`config.mk`:
```
export PLATFORM = sky130hd
export DESIGN_NAME = mem_port_sched_flat
export DESIGN_NICKNAME = d
export VERILOG_FILES = /design/src/rtl/mem_port_sched_if.sv /design/src/rtl/mem_port_sched.sv /design/src/flat_wrapper.sv
export SDC_FILE = /design/constraint.sdc
export NUM_CORES = 1
export LEC_CHECK = 0
export ABC_AREA = 1
export ABC_CLOCK_PERIOD_IN_PS = 1800
export BUFFER_PORTS_ARGS = -buffer_cell sky130_fd_sc_hd__clkbuf_2
export CAP_MARGIN = 20
export CORE_MARGIN = 4
export CORE_UTILIZATION = 45
export DETAILED_ROUTE_END_ITERATION = 8
export PLACE_DENSITY_LB_ADDON = 0.3
export SLEW_MARGIN = 25
export SYNTH_ARGS = -nofsm -noshare
export SYNTH_HDL_FRONTEND = slang
export SYNTH_SLANG_ARGS = --single-unit
```
`constraint.sdc`:
```
create_clock -name clk -period 1.8 [get_ports clk]
set_input_delay 0.45 -clock clk [delete_from_list [all_inputs] [get_ports clk]]
set_output_delay 0.45 -clock clk [all_outputs]
set_load 0.01 [all_outputs]
```
`src/rtl/mem_port_sched_if.sv`:
```
// Handshake bundle between the memory port scheduler, its two requesters
// (fetch and data path) and the unified memory.
interface mem_port_sched_if #(
    parameter int AW = 16,
    parameter int DW = 16
);
    logic          if_req;
    logic [AW-1:0] if_addr;
    logic          if_valid;
    logic [DW-1:0] if_rdata;

    logic          dm_rd;
    logic          dm_wr;
    logic [AW-1:0] dm_addr;
    logic [DW-1:0] dm_wdata;
    logic          dm_valid;
    logic [DW-1:0] dm_rdata;

    logic          stall_if;
    logic          stall_dm;
    logic          halt;
    logic          halted;
    logic          err;

    logic          mem_en;
    logic          mem_wr;
    logic [AW-1:0] mem_addr;
    logic [DW-1:0] mem_wdata;
    logic [DW-1:0] mem_rdata;
    logic          mem_done;

    // Scheduler side
    modport slave (
        input  if_req, if_addr, dm_rd, dm_wr, dm_addr, dm_wdata, halt,
               mem_rdata, mem_done,
        output if_valid, if_rdata, dm_valid, dm_rdata, stall_if, stall_dm,
               halted, err, mem_en, mem_wr, mem_addr, mem_wdata
    );

    // Requester and memory side
    modport master (
        output if_req, if_addr, dm_rd, dm_wr, dm_addr, dm_wdata, halt,
               mem_rdata, mem_done,
        input  if_valid, if_rdata, dm_valid, dm_rdata, stall_if, stall_dm,
               halted, err, mem_en, mem_wr, mem_addr, mem_wdata
    );
endinterface

```
`src/rtl/mem_port_sched.sv`:
```
// Single-port memory scheduler: data path has absolute priority over fetch,
// accesses abort on timeout, and halt drains outstanding work before parking.
module mem_port_sched #(
    parameter int TIMEOUT = 15,
    parameter int AW      = 16,
    parameter int DW      = 16
) (
    input logic             clk,
    input logic             rst_n,
    mem_port_sched_if.slave bus
);
    typedef enum logic [2:0] {IDLE, DATA, FETCH, RESP, HALTED} state_e;

    localparam logic [7:0] TimeoutCnt = 8'(TIMEOUT);

    state_e        state_q;
    logic          mem_en_q;
    logic          mem_wr_q;
    logic [AW-1:0] mem_addr_q;
    logic [DW-1:0] mem_wdata_q;
    logic          if_valid_q;
    logic [DW-1:0] if_rdata_q;
    logic          dm_valid_q;
    logic [DW-1:0] dm_rdata_q;
    logic          halted_q;
    logic          err_q;
    logic          halt_pend_q;
    logic [7:0]    cnt_q;
    logic [7:0]    cnt_d;

    assign cnt_d = cnt_q + 8'd1;

    // A halt seen mid-access is remembered so that it takes effect once the
    // scheduler is back in IDLE with no legal data request waiting.
    always_ff @(posedge clk or negedge rst_n) begin
        if (!rst_n) begin
            state_q     <= IDLE;
            mem_en_q    <= 1'b0;
            mem_wr_q    <= 1'b0;
            mem_addr_q  <= '0;
            mem_wdata_q <= '0;
            if_valid_q  <= 1'b0;
            if_rdata_q  <= '0;
            dm_valid_q  <= 1'b0;
            dm_rdata_q  <= '0;
            halted_q    <= 1'b0;
            err_q       <= 1'b0;
            halt_pend_q <= 1'b0;
            cnt_q       <= '0;
        end else begin
            if_valid_q <= 1'b0;
            dm_valid_q <= 1'b0;
            if (state_q != HALTED && bus.halt) begin
                halt_pend_q <= 1'b1;
            end
            unique case (state_q)
                IDLE: begin
                    if (bus.dm_rd ^ bus.dm_wr) begin
                        state_q     <= DATA;
                        mem_en_q    <= 1'b1;
                        mem_wr_q    <= bus.dm_wr;
                        mem_addr_q  <= bus.dm_addr;
                        mem_wdata_q <= bus.dm_wdata;
                        cnt_q       <= '0;
                    end else if (bus.dm_rd && bus.dm_wr) begin
                        err_q <= 1'b1;
                    end else if (bus.halt || halt_pend_q) begin
                        state_q  <= HALTED;
                        halted_q <= 1'b1;
                    end else if (bus.if_req) begin
                        state_q    <= FETCH;
                        mem_en_q   <= 1'b1;
                        mem_wr_q   <= 1'b0;
                        mem_addr_q <= bus.if_addr;
                        cnt_q      <= '0;
                    end
                end
                DATA, FETCH: begin
                    if (bus.mem_done) begin
                        state_q  <= RESP;
                        mem_en_q <= 1'b0;
                        if (state_q == DATA) begin
                            dm_rdata_q <= bus.mem_rdata;
                            dm_valid_q <= 1'b1;
                        end else begin
                            if_rdata_q <= bus.mem_rdata;
                            if_valid_q <= 1'b1;
                        end
                    end else if (cnt_d == TimeoutCnt) begin
                        // Abandoned access still completes with zero data so
                        // the requester is never left hanging.
                        state_q  <= RESP;
                        mem_en_q <= 1'b0;
                        err_q    <= 1'b1;
                        if (state_q == DATA) begin
                            dm_rdata_q <= '0;
                            dm_valid_q <= 1'b1;
                        end else begin
                            if_rdata_q <= '0;
                            if_valid_q <= 1'b1;
                        end
                    end else begin
                        cnt_q <= cnt_d;
                    end
                end
                RESP: begin
                    state_q <= IDLE;
                end
                HALTED: begin
                end
                default: begin
                    state_q <= IDLE;
                end
            endcase
        end
    end

    assign bus.mem_en    = mem_en_q;
    assign bus.mem_wr    = mem_wr_q;
    assign bus.mem_addr  = mem_addr_q;
    assign bus.mem_wdata = mem_wdata_q;
    assign bus.if_valid  = if_valid_q;
    assign bus.if_rdata  = if_rdata_q;
    assign bus.dm_valid  = dm_valid_q;
    assign bus.dm_rdata  = dm_rdata_q;
    assign bus.halted    = halted_q;
    assign bus.err       = err_q;
    assign bus.stall_if  = bus.if_req & ~bus.if_valid;
    assign bus.stall_dm  = (bus.dm_rd | bus.dm_wr) & ~bus.dm_valid;
endmodule

```
`src/flat_wrapper.sv`:
```
// flat-port wrapper written by rule: the top's interface ports become plain ports
module mem_port_sched_flat 
#(
    parameter int TIMEOUT = 15,
    parameter int AW      = 16,
    parameter int DW      = 16
)
  (clk, rst_n, bus_if_req, bus_if_addr, bus_dm_rd, bus_dm_wr, bus_dm_addr, bus_dm_wdata, bus_halt, bus_mem_rdata, bus_mem_done, bus_if_valid, bus_if_rdata, bus_dm_valid, bus_dm_rdata, bus_stall_if, bus_stall_dm, bus_halted, bus_err, bus_mem_en, bus_mem_wr, bus_mem_addr, bus_mem_wdata);
  mem_port_sched_if #(.AW(AW), .DW(DW)) bus_i ();
  input logic clk;
  input logic rst_n;
  input wire logic [$bits(bus_i.if_req)-1:0] bus_if_req;
  input wire logic [$bits(bus_i.if_addr)-1:0] bus_if_addr;
  input wire logic [$bits(bus_i.dm_rd)-1:0] bus_dm_rd;
  input wire logic [$bits(bus_i.dm_wr)-1:0] bus_dm_wr;
  input wire logic [$bits(bus_i.dm_addr)-1:0] bus_dm_addr;
  input wire logic [$bits(bus_i.dm_wdata)-1:0] bus_dm_wdata;
  input wire logic [$bits(bus_i.halt)-1:0] bus_halt;
  input wire logic [$bits(bus_i.mem_rdata)-1:0] bus_mem_rdata;
  input wire logic [$bits(bus_i.mem_done)-1:0] bus_mem_done;
  output wire logic [$bits(bus_i.if_valid)-1:0] bus_if_valid;
  output wire logic [$bits(bus_i.if_rdata)-1:0] bus_if_rdata;
  output wire logic [$bits(bus_i.dm_valid)-1:0] bus_dm_valid;
  output wire logic [$bits(bus_i.dm_rdata)-1:0] bus_dm_rdata;
  output wire logic [$bits(bus_i.stall_if)-1:0] bus_stall_if;
  output wire logic [$bits(bus_i.stall_dm)-1:0] bus_stall_dm;
  output wire logic [$bits(bus_i.halted)-1:0] bus_halted;
  output wire logic [$bits(bus_i.err)-1:0] bus_err;
  output wire logic [$bits(bus_i.mem_en)-1:0] bus_mem_en;
  output wire logic [$bits(bus_i.mem_wr)-1:0] bus_mem_wr;
  output wire logic [$bits(bus_i.mem_addr)-1:0] bus_mem_addr;
  output wire logic [$bits(bus_i.mem_wdata)-1:0] bus_mem_wdata;
  assign bus_i.if_req = bus_if_req;
  assign bus_i.if_addr = bus_if_addr;
  assign bus_i.dm_rd = bus_dm_rd;
  assign bus_i.dm_wr = bus_dm_wr;
  assign bus_i.dm_addr = bus_dm_addr;
  assign bus_i.dm_wdata = bus_dm_wdata;
  assign bus_i.halt = bus_halt;
  assign bus_i.mem_rdata = bus_mem_rdata;
  assign bus_i.mem_done = bus_mem_done;
  assign bus_if_valid = bus_i.if_valid;
  assign bus_if_rdata = bus_i.if_rdata;
  assign bus_dm_valid = bus_i.dm_valid;
  assign bus_dm_rdata = bus_i.dm_rdata;
  assign bus_stall_if = bus_i.stall_if;
  assign bus_stall_dm = bus_i.stall_dm;
  assign bus_halted = bus_i.halted;
  assign bus_err = bus_i.err;
  assign bus_mem_en = bus_i.mem_en;
  assign bus_mem_wr = bus_i.mem_wr;
  assign bus_mem_addr = bus_i.mem_addr;
  assign bus_mem_wdata = bus_i.mem_wdata;
  mem_port_sched #(.TIMEOUT(TIMEOUT), .AW(AW), .DW(DW)) u_core (.clk(clk), .rst_n(rst_n), .bus(bus_i));
endmodule
```
==> results_tabular.tex, run 1 <==
\begin{tabular}{lr}
\hline
Metric & Value \\
\hline
\multicolumn{2}{l}{\textbf{Detailed routing}} \\
Post-detailed-routing wire length & 9890 µm \\
Via total after detailed routing & between 3000 and 4000 \\
Via-to-Cell Ratio & roughly 4.9 \\
Detailed-routing iteration count for the pre-antenna-repair pass & 4 \\
Detailed-route wire length per cell & 13.8 µm \\
Violation count after the first detailed-routing iteration & 105 \\
Total DRC errors in the routed layout & 0 \\
Antenna violation net count after detailed routing & 0 \\
\multicolumn{2}{l}{\textbf{Critical path}} \\
CP peak stage delay & $\sim$0.45 ns \\
Critical path's most frequent cell & sky130\_fd\_sc\_hd\_\_nand2\_8 \\
Critical path fanouts, max & 17 \\
Worst Reg-to-Reg Cells & 12 \\
Arrival time of data at the critical path endpoint & between 2 and 2.5 ns \\
Cell breakdown of the critical path & buf\_6 -> inv\_8 -> ha\_4 -> nand2\_2 -> nor2\_1 -> nand3\_1 -> nor2\_4 -> nand2\_4 -> nand2\_8 -> nand2\_8 -> nand2\_1 -> o21ai\_2 \\
Data required time at the worst endpoint & 2.04 ns \\
Slowest stage cell, crit path & sky130\_fd\_sc\_hd\_\_dfrtp\_2 \\
R2R Setup Slk & around 0.036 ns \\
Startpoint class of the critical path & register \\
Category of the worst setup path capture point & register \\
Kind of critical path & reg -> reg \\
\multicolumn{2}{l}{\textbf{STA}} \\
Clock skew & roughly 0.012 ns \\
Min cycle time layout & approximately 1.8 ns \\
Worst relative slew slack & 66.0\% \\
Count of final max-slew check failures & 0 \\
RSZ-0062 raised after global routing & yes \\
Final count of negative-setup-slack endpoints & 0 \\
Final period utilization & approximately 100\% \\
Count of endpoints failing hold in the final timing report & 0 \\
Final setup TNS & 0 ns \\
Max Freq & between 500 and 600 MHz \\
Slew at the pin with the worst max-slew slack & just over 0.5 ns \\
\multicolumn{2}{l}{\textbf{Die}} \\
Die area & roughly 0.01 mm² \\
Initial core utilization & between 40\% and 50\% \\
Chip Width & approximately 100 µm \\
Std-Cell Rows & 33 \\
Die span in y & 100 µm \\
Core footprint & around 0.0083 mm² \\
Top-Level Pins & $\sim$140 \\
\multicolumn{2}{l}{\textbf{CTS}} \\
Root Buffer Master & sky130\_fd\_sc\_hd\_\_clkbuf\_8 \\
Worst-path clk slew & approximately 0.090 ns \\
Latest clock arrival within the worst-skew pair & about 0.35 ns \\
TritonCTS clock tree & done \\
Number of sinks handled by clock tree synthesis & 82 \\
Depth of the CTS H-tree & 3 \\
Total CTS buffers & 9 \\
Bufs on Longest Clock Path & 2 \\
\multicolumn{2}{l}{\textbf{Global route}} \\
Global route total overflow & 0 \\
Global-route wire length before repair & approximately 16000 µm \\
Largest net degree at the start of global routing & 34 \\
Total routing usage reported by global routing & $\sim$20\% \\
Vias in the first global route & 3522 \\
Initial antenna violation count & 0 \\
\multicolumn{2}{l}{\textbf{Pwr}} \\
Worst voltage drop across the vdd grid & roughly 0.00039 V \\
Pwr per Cell Area & between 700 and 800 mW/mm² \\
Leakage power summed over all cells & 2.93 nW \\
\multicolumn{2}{l}{\textbf{Synth}} \\
Post-Synthesis Cell Area & 0.00385 mm² \\
Largest cells by area after synthesis & sky130\_fd\_sc\_hd\_\_dfrtp\_1 (53\%), sky130\_fd\_sc\_hd\_\_nand2\_1 (17\%), sky130\_fd\_sc\_hd\_\_o21ai\_2 (5.0\%) \\
Average cell area after synthesis & about 8.6 µm² \\
Cell type with the highest aggregate area in the netlist & sky130\_fd\_sc\_hd\_\_dfrtp\_1 \\
Share of synthesized area occupied by flip-flops and latches & 53.3\% \\
Area share of the largest cell type after synthesis & between 50\% and 60\% \\
Yosys warning total & 0 \\
Total of flip-flops plus latches after synthesis & 82 \\
Number of unique standard cell types used by synthesis & 27 \\
Number of flops mapped to enable cells by yosys & 0 \\
Synthesized net count & 522 \\
Fraction of registers with async set or reset after synthesis & 100\% \\
Most used flip-flop cell after synthesis & sky130\_fd\_sc\_hd\_\_dfrtp\_1 \\
Mapped Cells & 445 \\
\multicolumn{2}{l}{\textbf{Placement}} \\
Area after DPL & between 0.004 and 0.005 mm² \\
Gp weighted congestion & about 0.79 \\
Total half-perimeter wirelength after legalization and detailed placement & between 6000 and 7000 µm \\
IO buf count & 142 \\
\multicolumn{2}{l}{\textbf{Layout}} \\
Share of post-route cells with drive strength above 1 & between 40\% and 50\% \\
Top library cells by usage in the layout, fill and taps aside & sky130\_fd\_sc\_hd\_\_nand2\_1 (172), sky130\_fd\_sc\_hd\_\_clkbuf\_2 (141), sky130\_fd\_sc\_hd\_\_dfrtp\_1 (81) \\
Post-Layout Inst Area & just over 0.005 mm² \\
Layout overhead on the synthesized area & 35.0\% \\
Commonest non-fill, non-tap cell in the layout & sky130\_fd\_sc\_hd\_\_nand2\_1 \\
Count of inserted antenna diode cells & 0 \\
Net count reported at finish & $\sim$700 \\
\multicolumn{2}{l}{\textbf{Outcome}} \\
Result of the run & complete, no violations \\
\multicolumn{2}{l}{\textbf{Hold path}} \\
Min-Delay Path Class & in -> reg \\
Worst hold path depth & 3 \\
\multicolumn{2}{l}{\textbf{Run}} \\
Maximum capacitance violations & 0 \\
\hline
\end{tabular}
## routing by layer
layer | track usage [%] | up-vias | wire length [µm]
met3 | 4.57 | 13 | 696
met5 | 0 | - | 0
met4 | 7.36 | 0 | 144
met1 | 25.5 | 1659 | 4100
li1 | - | 1736 | -
met2 | 32.2 | 123 | 4950
## report_power, final
group | internal (mW) | total [mW] | switching, mW
sequential | 1.92 | 1.96 | 0.0415
combinational | 0.193 | 0.455 | 0.262
clock | 0.822 | 1.52 | 0.700
## sequential cells by signal (all words and copies together), names as in the netlist, 3 cells and up
name	count
u_core.state_q	3
u_core.bus.dm_rdata	16
u_core.bus.mem_wdata	16
u_core.bus.if_rdata	16
u_core.bus.mem_addr	16
u_core.cnt_q	8
## metrics by stage
step | power, mW | worst slack, ns | utilization [%] | hold slack [ns] | std cells
detailed placement | 2.45 | -0.128 | 57.4 | 0.333 | 692
global placement | 2.43 | -0.0209 | 57.4 | 0.332 | 692
finish | 3.94 | 0.0362 | 62.9 | 0.297 | 715
global route | 4.11 | -0.0668 | 62.9 | 0.296 | 715
CTS | 3.96 | -0.00587 | 61.7 | 0.279 | 713
floorplan | 2.20 | 0.0155 | - | 0.154 | 445
## area by class of cell
type | count | area, µm²
Clock buffer | 10 | 138
Sequential cell | 82 | 2050
Clock inverter | 6 | 88.8
Inverter | 32 | 130
Multi-Input combinational cell | 317 | 1740
Fill cell | 728 | 3060
Tap cell | 105 | 131
Timing Repair Buffer | 163 | 913
## cell usage after synthesis, types with 3 or more instances
library cell,n
sky130_fd_sc_hd__inv_2,6
sky130_fd_sc_hd__inv_1,26
sky130_fd_sc_hd__o21ai_1,12
sky130_fd_sc_hd__nand3_1,12
sky130_fd_sc_hd__buf_4,4
sky130_fd_sc_hd__nand2_1,179
sky130_fd_sc_hd__nand2_4,5
sky130_fd_sc_hd__nand4_1,4
sky130_fd_sc_hd__buf_6,6
sky130_fd_sc_hd__nor2_1,37
sky130_fd_sc_hd__buf_2,5
sky130_fd_sc_hd__clkbuf_1,3
sky130_fd_sc_hd__a31oi_1,16
sky130_fd_sc_hd__dfrtp_1,82
sky130_fd_sc_hd__ha_1,6
sky130_fd_sc_hd__nand2_2,3
sky130_fd_sc_hd__nor2_2,6
sky130_fd_sc_hd__o21ai_2,22
## what timing repair did
| item | in CTS | in global routing |
|---|---|---|
| hold buffers | 1 | 0 |
| setup endpoints to repair | 42 | 43 |
| endpoints found under the hold margin | 14 | 0 |
| cloned | 2 | 2 |
| setup buffers | 2 | 0 |
| pin swaps | 12 | 10 |
| resized for setup | 13 | 21 |
## final timing paths
path | to | startpoint
min in group asynchronous | u_core.bus.mem_wdata[10] | rst_n
hold / removal | u_core.bus.mem_wdata[7] | bus_dm_wdata[7]
setup reg to reg | u_core.bus.if_rdata[11] | u_core.cnt_q[0]
setup / recovery | u_core.bus.if_rdata[11] | u_core.cnt_q[0]
max in group asynchronous | u_core.bus.dm_rdata[4] | rst_n
hold reg to reg | u_core.bus.mem_wdata[8] | u_core.bus.mem_wdata[8]
## worst max-delay path, delay by kind of cell (launching register included)
| family | cells | cell delay [ns] |
|---|---|---|
| simple gates | 8 | 0.85 |
| buf+inv | 2 | 0.20 |
| flops | 1 | 0.45 |
| fa+ha+maj | 1 | 0.11 |
| compound gates | 1 | 0.05 |
## logic make-up (layout without fill, tap and decap cells)
group,Yosys count,count (layout),share of synthesized area (%)
AND/OR/NAND/NOR,250,254,27.2
flip-flops,82,82,53.3
AO/OA/AOI/OAI,55,55,10.4
buffers and inverters,50,211,6.60
adder cells (fa/ha/maj),6,6,1.95
XOR/XNOR,1,1,0.228
multiplexers,1,1,0.293
Power figures use the tool's default switching activity.
==> run 2, diff against run 1 <==
CORE_ASPECT_RATIO = 1.5   (was unset)
==> run 2 against run 1 <==
Against the previous run: highest routed layer unchanged; largest cell class unchanged; clock-buffer cell count up 2; largest power group unchanged; flip-flop and latch count unchanged; maximum frequency decreased by 1.8%; die area increased by 0.30%; total power increased by 7.0%.
==> results_tabular.tex, run 2 (same netlist as run 1, synthesis figures left out) <==
\begin{tabular}{lr}
\hline
Metric & Value \\
\hline
\multicolumn{2}{l}{\textbf{Critical path}} \\
Category of the worst setup path capture point & register \\
Cell class contributing the biggest share of worst-path delay & simple AND/OR/NAND/NOR gates \\
Critical path fanouts, max & 8 \\
Kind of critical path & reg -> reg \\
Data required time at the worst endpoint & between 2 and 2.5 ns \\
Startpoint class of the critical path & register \\
Count of buffering cells on the critical path with inverters included & 0 \\
Critical path's most frequent cell & sky130\_fd\_sc\_hd\_\_nand2\_4 \\
Cell breakdown of the critical path & ha\_4 -> nand3\_1 -> o21ai\_1 -> nand2\_2 -> nor2\_4 -> nand2\_4 -> nand2\_8 -> nand2\_4 -> nand2\_1 -> o21ai\_2 \\
CP peak stage delay & approximately 0.43 ns \\
Arrival time of data at the critical path endpoint & 2.01 ns \\
Slowest stage cell, crit path & sky130\_fd\_sc\_hd\_\_dfrtp\_2 \\
\multicolumn{2}{l}{\textbf{Die}} \\
Core footprint & approximately 0.0084 mm² \\
Top-Level Pins & approximately 140 \\
Die area & roughly 0.010 mm² \\
Initial core utilization & between 40 and 50\% \\
Chip Width & 83.5 µm \\
Std-Cell Rows & 41 \\
Die span in y & $\sim$120 µm \\
\multicolumn{2}{l}{\textbf{STA}} \\
Min cycle time layout & between 1.5 and 2 ns \\
Slew at the pin with the worst max-slew slack & about 0.47 ns \\
Worst relative slew slack & between 60\% and 70\% \\
Count of final max-slew check failures & 0 \\
Final count of negative-setup-slack endpoints & 0 \\
Max Freq & $\sim$560 MHz \\
Count of endpoints failing hold in the final timing report & 0 \\
Final period utilization & 99.8\% \\
RSZ-0062 raised after global routing & yes \\
Clock skew & between 0.006 and 0.007 ns \\
Post-route setup slack & 0.00346 ns \\
\multicolumn{2}{l}{\textbf{Hold path}} \\
Min-Delay Path Class & in -> async \\
\multicolumn{2}{l}{\textbf{Layout}} \\
Count of inserted antenna diode cells & 0 \\
Commonest non-fill, non-tap cell in the layout & sky130\_fd\_sc\_hd\_\_nand2\_1 \\
Fill cells & 740 \\
Layout overhead on the synthesized area & 35.2\% \\
Net count reported at finish & between 600 and 700 \\
Top library cells by usage in the layout, fill and taps aside & sky130\_fd\_sc\_hd\_\_nand2\_1 (173), sky130\_fd\_sc\_hd\_\_clkbuf\_2 (141), sky130\_fd\_sc\_hd\_\_dfrtp\_1 (81) \\
Share of post-route cells with drive strength above 1 & between 30\% and 40\% \\
\multicolumn{2}{l}{\textbf{CTS}} \\
Worst-path clk slew & about 0.050 ns \\
Bufs on Longest Clock Path & 2 \\
CTS Hold Buffers Added & 0 \\
Root Buffer Master & sky130\_fd\_sc\_hd\_\_clkbuf\_16 \\
TritonCTS clock tree & done \\
Total CTS buffers & 9 \\
Latest clock arrival within the worst-skew pair & approximately 0.33 ns \\
Number of sinks handled by clock tree synthesis & 82 \\
Depth of the CTS H-tree & 3 \\
\multicolumn{2}{l}{\textbf{Detailed routing}} \\
Via total after detailed routing & roughly 3500 \\
Detailed-routing iteration count for the pre-antenna-repair pass & 4 \\
Violation count after the first detailed-routing iteration & between 150 and 200 \\
Via-to-Cell Ratio & around 4.9 \\
Total DRC errors in the routed layout & 0 \\
Antenna violation net count after detailed routing & 0 \\
Detailed-route wire length per cell & about 14 µm \\
Post-detailed-routing wire length & between 9000 and 10000 µm \\
\multicolumn{2}{l}{\textbf{Placement}} \\
Pre-CTS setup slack & -0.0843 ns \\
Gp weighted congestion & 0.787 \\
IO buf count & between 100 and 150 \\
Total half-perimeter wirelength after legalization and detailed placement & 6980 µm \\
\multicolumn{2}{l}{\textbf{Global route}} \\
Initial antenna violation count & 0 \\
Vias in the first global route & between 3000 and 4000 \\
Total routing usage reported by global routing & 18.8\% \\
Largest net degree at the start of global routing & 83 \\
Global-route wire length before repair & roughly 15000 µm \\
Global route total overflow & 0 \\
\multicolumn{2}{l}{\textbf{Pwr}} \\
Leakage power summed over all cells & 2.94 nW \\
Pwr per Cell Area & about 810 mW/mm² \\
Worst voltage drop across the vdd grid & just under 0.0005 V \\
Total power & around 4.2 mW \\
\multicolumn{2}{l}{\textbf{Run}} \\
Maximum capacitance violations & 0 \\
\multicolumn{2}{l}{\textbf{Outcome}} \\
Result of the run & complete, no violations \\
\hline
\end{tabular}
run 2: worst paths after layout:
check	start	endpoint	slack, ns	cells after the start
max in group asynchronous	rst_n	u_core.cnt_q[2]	1.30	2
min	rst_n	u_core.bus.mem_addr[3]	0.11	2
min reg2reg	u_core.bus.err	u_core.bus.err	0.47	2
max	u_core.cnt_q[0]	u_core.bus.if_rdata[8]	0.003	10
max reg2reg	u_core.cnt_q[0]	u_core.bus.if_rdata[8]	0.003	10
min in group clk	bus_dm_wdata[11]	u_core.bus.mem_wdata[11]	0.32	3
run 2: worst reg2reg max path, delay by kind of cell (launching register included):
kind	cells	cell delay, ns
AO/OA/AOI/OAI	2	0.25
AND/OR/NAND/NOR	7	0.84
adder cells (fa/ha/maj)	1	0.17
flip-flops	1	0.43
run 2: through the flow:
| step | hold slack [ns] | TNS [ns] | cells | area (µm²) | util, % |
|---|---|---|---|---|---|
| finish | 0.105 | 0 | 712 | 5200 | 62.2 |
| global route | 0.176 | -2.76 | 712 | 5200 | 62.2 |
| CTS | 0.163 | -2.32 | 707 | 5030 | 60.1 |
| detailed placement | 0.457 | -2.46 | 693 | 4720 | 56.5 |
| global placement | 0.447 | -1.89 | 693 | 4720 | 56.5 |
| floorplan | 0.154 | 0 | 445 | 3890 | - |
run 2: area by class of cell:
| type | count | area (µm²) | area share, % |
|---|---|---|---|
| Clock buffer | 12 | 256 | 4.93 |
| Tap cell | 107 | 134 | 2.57 |
| Multi-Input combinational cell | 317 | 1720 | 33.1 |
| Clock inverter | 2 | 37.5 | 0.722 |
| Inverter | 32 | 125 | 2.41 |
| Sequential cell | 82 | 2050 | 39.5 |
| Timing Repair Buffer | 160 | 872 | 16.8 |
run 2: per-layer routing:
layer | track usage (%) | share of wire [%]
met1 | 20.4 | 37
met2 | 35.0 | 56
met3 | 4.35 | 5.3
met4 | 7.44 | 1.8
met5 | 0 | 0
run 2: report_power, final:
part           switching [mW]  internal, mW
clock network           0.671          1.13
registers              0.0426          1.92
logic                   0.258         0.185
run 2: timing repair:
item	CTS	global route
resized for setup	1	27
gates cloned	0	4
endpoints found under the hold margin	0	0
endpoints found under the setup margin	41	46
buffers inserted	0	1
pin swaps	1	10
==> run 3, diff against run 2 <==
CTS_BUF_LIST = sky130_fd_sc_hd__clkbuf_8 sky130_fd_sc_hd__clkbuf_16   (was unset)
==> run 3 against run 2 <==
Against the previous run: die area stayed put; non-clock buffer count did not move; global-route usage stayed put; clock skew did not move; clock-buffer cell count is 1 lower; critical path type unchanged.
==> results_tabular.tex, run 3 (same netlist as run 1, synthesis figures left out) <==
\begin{tabular}{lr}
\hline
Metric & Value \\
\hline
\multicolumn{2}{l}{\textbf{Outcome}} \\
Result of the run & complete, no violations \\
\multicolumn{2}{l}{\textbf{Layout}} \\
Fill cells & between 700 and 800 \\
Count of inserted antenna diode cells & 0 \\
Layout overhead on the synthesized area & 35.2\% \\
Top library cells by usage in the layout, fill and taps aside & sky130\_fd\_sc\_hd\_\_nand2\_1 (173), sky130\_fd\_sc\_hd\_\_clkbuf\_2 (141), sky130\_fd\_sc\_hd\_\_dfrtp\_1 (81) \\
Share of post-route cells with drive strength above 1 & 39.7\% \\
Net count reported at finish & between 600 and 700 \\
Area taken by flip-flops and latches & slightly above 0.002 mm² \\
Area of the multi-input gates & roughly 0.0017 mm² \\
Commonest non-fill, non-tap cell in the layout & sky130\_fd\_sc\_hd\_\_nand2\_1 \\
\multicolumn{2}{l}{\textbf{CTS}} \\
Depth of the CTS H-tree & 3 \\
TritonCTS clock tree & done \\
Number of sinks handled by clock tree synthesis & roughly 80 \\
Root Buffer Master & sky130\_fd\_sc\_hd\_\_clkbuf\_16 \\
Bufs on Longest Clock Path & 2 \\
Worst-path clk slew & roughly 0.050 ns \\
Total CTS buffers & 9 \\
CTS Hold Buffers Added & 0 \\
Latest clock arrival within the worst-skew pair & $\sim$0.33 ns \\
\multicolumn{2}{l}{\textbf{Critical path}} \\
Worst Reg-to-Reg Cells & 10 \\
Critical path fanouts, max & 8 \\
Cell class contributing the biggest share of worst-path delay & simple AND/OR/NAND/NOR gates \\
R2R Setup Slk & 0.003 ns \\
Critical path depth & 10 \\
Startpoint class of the critical path & register \\
Critical path's most frequent cell & sky130\_fd\_sc\_hd\_\_nand2\_4 \\
CP peak stage delay & 0.43 ns \\
Data required time at the worst endpoint & around 2.0 ns \\
Slowest stage cell, crit path & sky130\_fd\_sc\_hd\_\_dfrtp\_2 \\
Critical path destination & u\_core.bus.if\_rdata[8] \\
Reg-to-reg startpoint & u\_core.cnt\_q[0] \\
Count of buffering cells on the critical path with inverters included & 0 \\
Category of the worst setup path capture point & register \\
Arrival time of data at the critical path endpoint & around 2 ns \\
Kind of critical path & reg -> reg \\
Crit path from & u\_core.cnt\_q[0] \\
Cell breakdown of the critical path & ha\_4 -> nand3\_1 -> o21ai\_1 -> nand2\_2 -> nor2\_4 -> nand2\_4 -> nand2\_8 -> nand2\_4 -> nand2\_1 -> o21ai\_2 \\
Endpoint of the most critical register-to-register path & u\_core.bus.if\_rdata[8] \\
\multicolumn{2}{l}{\textbf{Pwr}} \\
Sequential Power Share & around 47\% \\
Total power & approximately 4.2 mW \\
Proportion of power drawn by combinational gates & a little over a tenth \\
Leakage power summed over all cells & 2.94 nW \\
Proportion of total power due to net switching & 23.1\% \\
Clock network power share & $\sim$43\% \\
Int Pwr & $\sim$3.2 mW \\
Net switching power & 0.972 mW \\
Worst voltage drop across the vdd grid & slightly below 0.0005 V \\
Pwr per Cell Area & 809 mW/mm² \\
\multicolumn{2}{l}{\textbf{Detailed routing}} \\
Violation count after the first detailed-routing iteration & between 150 and 200 \\
Detailed-route wire length per cell & 14.0 µm \\
Post-detailed-routing wire length & $\sim$9900 µm \\
Via-to-Cell Ratio & $\sim$4.9 \\
Via total after detailed routing & around 3500 \\
Antenna violation net count after detailed routing & 0 \\
Total DRC errors in the routed layout & 0 \\
Detailed-routing iteration count for the pre-antenna-repair pass & 4 \\
\multicolumn{2}{l}{\textbf{Global route}} \\
Initial antenna violation count & 0 \\
Largest net degree at the start of global routing & 83 \\
Global-route wire length before repair & 15300 µm \\
GR met1 Demand/Resource & $\sim$20\% \\
M3 GR Usage & under 10\% \\
Vias in the first global route & about 3400 \\
Fraction of met2 tracks used by global routing & a little over a third \\
Grt peak-use layer & met2 \\
Global route total overflow & 0 \\
Total routing usage reported by global routing & 18.8\% \\
\multicolumn{2}{l}{\textbf{Die}} \\
Std-Cell Rows & between 40 and 50 \\
Initial core utilization & roughly 46\% \\
Die span in y & 121 µm \\
Chip Width & about 83 µm \\
Core footprint & roughly 0.0084 mm² \\
Top-Level Pins & between 100 and 150 \\
Die area & just over 0.01 mm² \\
\multicolumn{2}{l}{\textbf{STA}} \\
Slew at the pin with the worst max-slew slack & 0.471 ns \\
Count of final max-slew check failures & 0 \\
Clock skew & slightly above 0.006 ns \\
Minimum hold slack & 0.105 ns \\
Post-route setup slack & approximately 0.0035 ns \\
Count of endpoints failing hold in the final timing report & 0 \\
Final count of negative-setup-slack endpoints & 0 \\
Final period utilization & 99.8\% \\
Min cycle time layout & $\sim$1.8 ns \\
Max Freq & between 500 and 600 MHz \\
RSZ-0062 raised after global routing & yes \\
Worst relative slew slack & between 60 and 70\% \\
\multicolumn{2}{l}{\textbf{Placement}} \\
Gp weighted congestion & about 0.79 \\
IO buf count & $\sim$140 \\
Total half-perimeter wirelength after legalization and detailed placement & 6980 µm \\
Pre-CTS setup slack & -0.0843 ns \\
\multicolumn{2}{l}{\textbf{Hold path}} \\
Min-Delay Path Class & in -> async \\
\multicolumn{2}{l}{\textbf{Run}} \\
Maximum capacitance violations & 0 \\
\hline
\end{tabular}
==> run 3: layout make-up <==
class / count / share of cell area [%]
Tap cell: 107 / 2.57
Sequential cell: 82 / 39.5
Clock buffer: 11 / 4.86
Clock inverter: 3 / 0.794
Inverter: 32 / 2.41
Timing Repair Buffer: 160 / 16.8
Multi-Input combinational cell: 317 / 33.1
==> run 3: repair_timing <==
item | CTS | global route
setup endpoints to repair | 41 | 46
resized for setup | 1 | 27
setup buffers | 0 | 1
gates cloned | 0 | 4
endpoints found under the hold margin | 0 | 0
pin swaps | 1 | 10
==> run 3: power groups by stage <==
| stage | sequential (mW) | combinational, mW | clock, mW |
|---|---|---|---|
| 2_1_floorplan | 2.03 | 0.163 | 0 |
| 3_3_place_gp | 1.99 | 0.432 | 0 |
| 3_5_place_dp | 2.00 | 0.443 | 0 |
| 4_1_cts | 1.97 | 0.445 | 1.84 |
| 5_1_grt | 1.97 | 0.497 | 1.94 |
| 6_report | 1.96 | 0.443 | 1.80 |
==> run 3: worst reg2reg max path: stages (launching register included) <==
cell and delay, ns:
sky130_fd_sc_hd__dfrtp_2 0.43, sky130_fd_sc_hd__ha_4 0.17, sky130_fd_sc_hd__nand3_1 0.14, sky130_fd_sc_hd__o21ai_1 0.20, sky130_fd_sc_hd__nand2_2 0.10, sky130_fd_sc_hd__nor2_4 0.11, sky130_fd_sc_hd__nand2_4 0.08, sky130_fd_sc_hd__nand2_8 0.16
sky130_fd_sc_hd__nand2_4 0.13, sky130_fd_sc_hd__nand2_1 0.12, sky130_fd_sc_hd__o21ai_2 0.05
==> run 3: how the worst min path moves through the flow <==
stage	from	end	slack (ns)
3_5_place_dp	u_core.bus.mem_wdata[15]	u_core.bus.mem_wdata[15]	0.46
4_1_cts	rst_n	u_core.bus.mem_addr[3]	0.16
2_1_floorplan	rst_n	u_core.bus.dm_rdata[0]	0.15
3_3_place_gp	u_core.bus.err	u_core.bus.err	0.45
6_report	rst_n	u_core.bus.mem_addr[3]	0.10
5_1_grt	rst_n	u_core.bus.mem_addr[2]	0.18
==> run 3: per-stage QoR <==
step                instance area, µm²  std cells  util [%]  setup TNS, ns
finish                            5200        712      62.2              0
global placement                  4720        693      56.5          -1.89
floorplan                         3890        445         -              0
CTS                               5030        707      60.1          -2.32
global route                      5200        712      62.2          -2.76
detailed placement                4720        693      56.5          -2.46
==> run 3: routing by layer <==
layer / vias to the layer above / wire (µm)
li1: 1715 / -
met1: 1637 / 3720
met2: 92 / 5520
met3: 15 / 525
met4: 0 / 175
met5: - / 0
